--- config.mk ---
export PLATFORM = sky130hd
export DESIGN_NAME = axi_rd_arbiter
export DESIGN_NICKNAME = d
export VERILOG_FILES = /design/src/rtl/axi_rd_arbiter.sv
export SDC_FILE = /design/constraint.sdc
export NUM_CORES = 1
export LEC_CHECK = 0
export ABC_AREA = 1
export BUFFER_PORTS_ARGS = -buffer_cell sky130_fd_sc_hd__buf_4
export CAP_MARGIN = 40
export CELL_PAD_IN_SITES_DETAIL_PLACEMENT = 0
export CELL_PAD_IN_SITES_GLOBAL_PLACEMENT = 2
export CORE_UTILIZATION = 16
export CTS_BUF_LIST = sky130_fd_sc_hd__clkbuf_8
export DETAILED_ROUTE_END_ITERATION = 8
export PLACE_DENSITY_LB_ADDON = 0.1
export SLEW_MARGIN = 20
export SYNTH_ARGS = -nofsm -noshare
export SYNTH_HDL_FRONTEND = slang
export SYNTH_SLANG_ARGS = --single-unit
export TNS_END_PERCENT = 10
--- constraint.sdc ---
create_clock -name clk -period 1.6 [get_ports clk]
set_input_delay 0.08 -clock clk [delete_from_list [all_inputs] [get_ports clk]]
set_output_delay 0.08 -clock clk [all_outputs]
set_load 0.01 [all_outputs]
--- src/rtl/axi_rd_arbiter.sv ---
// axi_rd_arbiter: shares one AXI-lite read channel (ar/r) of the SRAM between
// N requesters (index 0 = LSU load, index 1 = IFU fetch). Exactly one read is
// outstanding at a time; every transaction passes through IDLE -> ADDR -> DATA.
// The slave-side request is driven only from registered state (grant and latched
// address), so there is no combinational path from m_arvalid to s_arvalid.
// Build option: define ARB_RR_EN for round-robin arbitration with a last_grant
// register; without it, fixed priority (lowest index wins) and no extra state.
module axi_rd_arbiter #(
    parameter int N  = 2,
    parameter int AW = 32,
    parameter int DW = 32,
    parameter int RW = 2,
    localparam int GW = (N > 1) ? $clog2(N) : 1
) (
    input  logic              clk,
    input  logic              rst,
    // master side
    input  logic [N*AW-1:0]   m_araddr,
    input  logic [N-1:0]      m_arvalid,
    output logic [N-1:0]      m_arready,
    output logic [N*DW-1:0]   m_rdata,
    output logic [N*RW-1:0]   m_rresp,
    output logic [N-1:0]      m_rvalid,
    input  logic [N-1:0]      m_rready,
    // slave side
    output logic [AW-1:0]     s_araddr,
    output logic              s_arvalid,
    input  logic              s_arready,
    input  logic [DW-1:0]     s_rdata,
    input  logic [RW-1:0]     s_rresp,
    input  logic              s_rvalid,
    output logic              s_rready,
    // status
    output logic [GW-1:0]     grant_id,
    output logic              busy
);

    typedef enum logic [1:0] {
        IDLE = 2'd0,
        ADDR = 2'd1,
        DATA = 2'd2
    } state_t;

    state_t          state_q, state_d;
    logic [GW-1:0]   grant_q, grant_d;
    logic [AW-1:0]   addr_q,  addr_d;
    logic [GW-1:0]   win;
    logic            win_found;
    logic            any_req;

`ifdef ARB_RR_EN
    logic [GW-1:0]   last_grant_q, last_grant_d;
    int              rr_idx;
`endif

    assign any_req = |m_arvalid;

`ifdef ARB_RR_EN
    // Round-robin pick: first requester searching upward from last_grant+1, wrapping at N.
    always_comb begin
        win       = last_grant_q;
        win_found = 1'b0;
        rr_idx    = 0;
        for (int k = 1; k <= N; k++) begin
            rr_idx = (int'(last_grant_q) + k) % N;
            if (!win_found && m_arvalid[rr_idx]) begin
                win       = GW'(rr_idx);
                win_found = 1'b1;
            end
        end
    end
`else
    // Fixed-priority pick: the lowest-indexed requester wins, so the LSU beats the IFU.
    always_comb begin
        win       = '0;
        win_found = 1'b0;
        for (int i = 0; i < N; i++) begin
            if (!win_found && m_arvalid[i]) begin
                win       = GW'(i);
                win_found = 1'b1;
            end
        end
    end
`endif

    // Next-state logic: grant and address are captured only in IDLE, so requests
    // arriving in ADDR or DATA wait for the next IDLE cycle.
    always_comb begin
        state_d = state_q;
        grant_d = grant_q;
        addr_d  = addr_q;
`ifdef ARB_RR_EN
        last_grant_d = last_grant_q;
`endif
        case (state_q)
            IDLE: begin
                if (any_req) begin
                    grant_d = win;
                    addr_d  = m_araddr[int'(win)*AW +: AW];
                    state_d = ADDR;
`ifdef ARB_RR_EN
                    last_grant_d = win;
`endif
                end
            end
            ADDR: begin
                // s_arvalid is always high here, so s_arready alone completes the handshake
                if (s_arready) begin
                    state_d = DATA;
                end
            end
            DATA: begin
                if (s_rvalid && m_rready[grant_q]) begin
                    state_d = IDLE;
                end
            end
            default: begin
                state_d = IDLE;
            end
        endcase
    end

    // Output steering: only the granted master's slices are ever non-zero, and
    // everything is zero in IDLE (including while reset holds state at IDLE).
    always_comb begin
        s_araddr  = '0;
        s_arvalid = 1'b0;
        s_rready  = 1'b0;
        m_arready = '0;
        m_rvalid  = '0;
        m_rdata   = '0;
        m_rresp   = '0;
        case (state_q)
            ADDR: begin
                // latched address is held even if the master withdraws its request
                s_araddr           = addr_q;
                s_arvalid          = 1'b1;
                m_arready[grant_q] = s_arready;
            end
            DATA: begin
                m_rvalid[grant_q]                 = s_rvalid;
                s_rready                          = m_rready[grant_q];
                m_rdata[int'(grant_q)*DW +: DW]   = s_rdata;
                m_rresp[int'(grant_q)*RW +: RW]   = s_rresp;
            end
            default: begin
            end
        endcase
    end

    // Control state: FSM and grant owner, cleared asynchronously.
    always_ff @(posedge clk or posedge rst) begin
        if (rst) begin
            state_q <= IDLE;
            grant_q <= '0;
        end else begin
            state_q <= state_d;
            grant_q <= grant_d;
        end
    end

`ifdef ARB_RR_EN
    // Round-robin history: owner of the most recent grant.
    always_ff @(posedge clk or posedge rst) begin
        if (rst) begin
            last_grant_q <= '0;
        end else begin
            last_grant_q <= last_grant_d;
        end
    end
`endif

    // Address latch: data only, never observed outside ADDR, so it needs no reset.
    always_ff @(posedge clk) begin
        addr_q <= addr_d;
    end

    assign grant_id = grant_q;
    assign busy     = (state_q != IDLE);

    // Structural invariants of the steering logic.
    a_rvalid_onehot: assert property (@(posedge clk) disable iff (rst) $onehot0(m_rvalid));
    a_arready_onehot: assert property (@(posedge clk) disable iff (rst) $onehot0(m_arready));
    a_grant_range: assert property (@(posedge clk) disable iff (rst) int'(grant_q) < N);

endmodule

# Word-level counts from Yosys, hierarchy flattened
# Index checks and enable logic that the tools add are counted.
[classes] n_addsub=2 n_lt_le_gt_ge=2 eq_ne=5 shifts=5 n_mux=17 bitwise_logic=4 n_reduce_logical=9
[op_table] op="64-bit AND" n=1
[op_table] op="64-bit 2-to-1 mux" n=1
[op_table] op="32-bit by 33-bit variable shift with 64-bit output (first input constant)" n=1
[op_table] op="32-bit by 33-bit indexed part select with 64-bit output" n=1
[op_table] op="64-bit by 7-bit indexed part select with 32-bit output" n=1
[op_table] op="2-bit negator with 33-bit output" n=1
[op_table] op="6-bit negator with 33-bit output" n=1
[op_table] op="2-bit by 33-bit variable shift with 4-bit output (first input constant)" n=1
[op_table] op="2-bit by 33-bit indexed part select with 4-bit output" n=1
[op_table] op="32-bit 2-to-1 mux" n=1
[op_table] op="2-bit 2-to-1 mux" n=5
[op_table] op="1-bit 2-to-1 mux" n=7
[op_table] op="2-bit != test (second input constant)" n=3
[op_table] op="2-bit one-hot mux with 3 select lines" n=1
[op_table] op="2-bit AND" n=2
[op_table] op="4-bit AND" n=1
[op_table] op="4-bit 2-to-1 mux" n=1
[op_table] op="1-bit logical AND" n=3
[op_table] op="3-bit AND reduction" n=1
[op_table] op="2-bit by 1-bit == test with 1-bit output (second input constant)" n=1
[op_table] op="2-bit == test (second input constant)" n=1
[op_table] op="2-bit logical NOT" n=1
[op_table] op="1-bit by 2-bit less-than comparator with 1-bit output (second input constant)" n=1
[op_table] op="2-bit AND reduction" n=1
[op_table] op="5 further kinds" n=5
[totals] register_bits=35 input_bits=106 word_cells=47

# Longest topological paths before layout
[depth] ltp_word=6 mapped_depth=5 mapped_depth_nobuf=5

# Worst setup path before layout
# No wires, ideal clock.
[synth_path] path_kind="reg-to-reg" start="register state_q[0]" end="register addr_q[0], enable pin" arrival_ns=1.337 setup_slack_ns=-0.124 path_stages_with_launch=4 path_buffers=0 synth_period_minus_slack_ns=1.724 cell_sequence="dfrtp_1 -> nor2_1 -> o21ai_0 -> inv_1"
[synth_between] elab_chain_len=2
[synth_rtl] item="from (decl)" line="44" text="state_t state_q, state_d;"
[synth_rtl] item="from (signal assigned)" line="157" text="state_q <= state_d;"
[synth_rtl] item="2-bit logical NOT" line="95" text="case (state_q)"
[synth_rtl] item="2-bit AND reduction (no line)"
[synth_rtl] item="to (signal assigned)" line="175" text="addr_q <= addr_d;"
[synth_rtl] item="to (decl)" line="46" text="logic [AW-1:0] addr_q, addr_d;"
# Every way passes these cells.
# A chain may end at the register's enable or synchronous reset.

# Worst setup path after layout
[layout_path] start="register state_q[1]" end="output port m_rdata[11]"
[layout_between] elab_chain_len=2
[layout_rtl] item="2-bit == test" line="133" text="case (state_q)"
[layout_rtl] item="64-bit 2-to-1 mux" line="133"
[layout_rtl] item="to (decl)" line="21" text="output logic [N*DW-1:0] m_rdata,"
# Every way passes these cells.

==> results.toml <==
[power]
ir_worst_vdd_mv = 0.394
p_per_area_nw_per_um2 = 1130
p_leak_nw = 2.48

[global_route]
grt_overflow = 0
grtUsageTotal_pct = 10.8
grt_max_degree = 36
antenna_found_initial = 0
grt_pass1_wl_um = 12400
grt_pass1_vias = 2422

[sta]
setup_violations = 0
clock.fmax_mhz = 652
relSlewSlack_pct = 66.5
finalCritPeriodShare_pct = 95.8
report.final.slew_viol_count = 0
hold_violations = 0
rsz0062_at_grt = "true"
worst_pin_slew_ns = 0.497
fin_crit_ns = 1.53
worst_slack_ns = 0.0672
skew_ns = 0.00862

[drt]
vias = 2737
wl_per_cell_um = 12.2
routed_wirelength_um = 9080
drt-initial-drc-count = 42
ant_nets = 0
drcViolationCount = 0
avgViaCountPerCell = 3.68
first_pass_iters = 4

[worst_setup_path]
startpoint = "state_q[1]$_DFFE_PP0P_"
worstReg2RegStart = "state_q[0]$_DFFE_PP0P_"
cp.arrival_ns = 1.45
cp.required_ns = 1.52
max_stage_delay_ns = 0.37
path_class = "reg -> out"
crit_fanout = 17
path_common_cell = "buf_4"
worst_setup_path_end_kind = "output pin"
crit_chain = "inv_2 > nor2_4 > buf_4 > nand2_8 > nor2_1 > buf_4"
cpMaxStageDelayCell = "dfrtp_1"
start_kind = "flop"

[placed_design]
place_inst = 730
io_buffers = 213
pre_cts_ws_ns = 0.153
hpwlAfterDp_um = 7020
gp_congestion = 0.657

[layout]
final_cells = 744
final_core_util_pct = 30.5
area_growth_pct = 83.2
n_antenna_cell = 0
layout.nets = 669
drive_above_1_share_pct = 43.4
final_common_cell = "buf_4"
final_cell_mix = "buf_4 (222), nor2_1 (101), inv_1 (73)"

[floorplanning]
dieWidth_um = 123
rows = 43
initial_core_util_pct = 16.6
ios = 214
coreArea_um2 = 14100
dieArea_um2 = 15100
die_h_um = 123

[run]
cap_violations = 0

[clock_network]
cts.path.max_buffers = 2
clk_latency_ns = 0.29
root_buffer = "clkbuf_8"
cts_buffers = 5
cts.sinks = 35
htree_levels = 2
cts.clk_slew.worst_paths_ns = 0.08
cts_tree = "built"

[synthesis]
avgSynthCellArea_um2 = 6.73
syn-num-nets = 454
post_synth_num_cell_types = 15
seq_area_frac_synth_pct = 44.2
yosys_warnings = 0
synthCells = 348
ys_seq_elements = 35
syn_area_um2 = 2340

[worst_hold_path]
hold_path_class = "in -> reg"
min-delay-start = "m_araddr[4]"

[status]
status = "finished, final reports clean"
## cells by family after synthesis
logic type             synth area share, %
AOI/OAI and AO/OA                    0.427
buffers and inverters                 17.7
DFF                                   44.2
and+or+nand+nor                       37.7
## metrics by stage
stage | area (um^2) | power (mW) | hold WS [ns] | setup TNS, ns
floorplan | 2350 | 2.72 | -0.166 | 0
global placement | 4120 | 4.16 | -0.0304 | 0
detailed placement | 4120 | 4.15 | -0.0284 | 0
CTS | 4230 | 4.82 | 0.0466 | -1.55
global route | 4290 | 5.22 | 0.0543 | -0.173
finish | 4290 | 4.84 | 0.0530 | 0
## synth_stat cells, drive strengths merged
master  count  area (um^2)
nand3      34          170
clkbuf      3         11.3
edfxtp     32          961
nand2      75          297
nor2      106          410
dfrtp       3         75.1
buf        16          118
and3        1         6.26
inv        76          285
o21ai       2         10.0
## metal layers
| layer | global-route usage [%] | part of all wire (%) |
|---|---|---|
| met2 | 20.5 | 52 |
| met5 | 0 | 0 |
| met3 | 4.20 | 11 |
| met1 | 11.1 | 36 |
| met4 | 2.11 | 0.82 |
## cell type report
cell class / count / area [um^2]
repair buffers: 226 / 1720
clock buffers: 5 / 68.8
fillers: 1550 / 9800
inverters: 76 / 289
well taps: 180 / 225
clock inverters: 3 / 16.3
multi-input cells: 219 / 938
flip-flops and latches: 35 / 1040
## worst paths after layout
kind	to	slack, ns	depth (start not counted)
setup / recovery	m_rdata[11]	0.07	6
min in group asynchronous	grant_id$_DFFE_PP0P_	0.24	3
hold / removal	addr_q[4]$_DFFE_PP_	0.05	3
setup reg to reg	addr_q[31]$_DFFE_PP_	0.14	4
hold reg to reg	grant_id$_DFFE_PP0P_	0.64	2
max in group asynchronous	grant_id$_DFFE_PP0P_	1.21	3
## flip-flops by register name, summed over array words and instances (netlist names)
signal    count
grant_id      1
state_q       2
addr_q       32
## where the power goes
group	total [mW]	internal [mW]	switching (mW)
clock	0.630	0.298	0.332
sequential	1.49	1.38	0.113
combinational	2.72	1.22	1.50
## worst max-delay path, delay by kind of cell (launching register included)
family | cells | cell delay, ns
simple gates | 3 | 0.43
flops | 1 | 0.37
buf+inv | 3 | 0.37
## repair_timing
action,CTS,global route
buffers inserted,0,3
resized for setup,1,8
setup endpoints to repair,39,79
hold buffers,2,0
gates cloned,0,1
pin swaps,0,2
endpoints found under the hold margin,4,0
(Power assumes the default switching activity.)
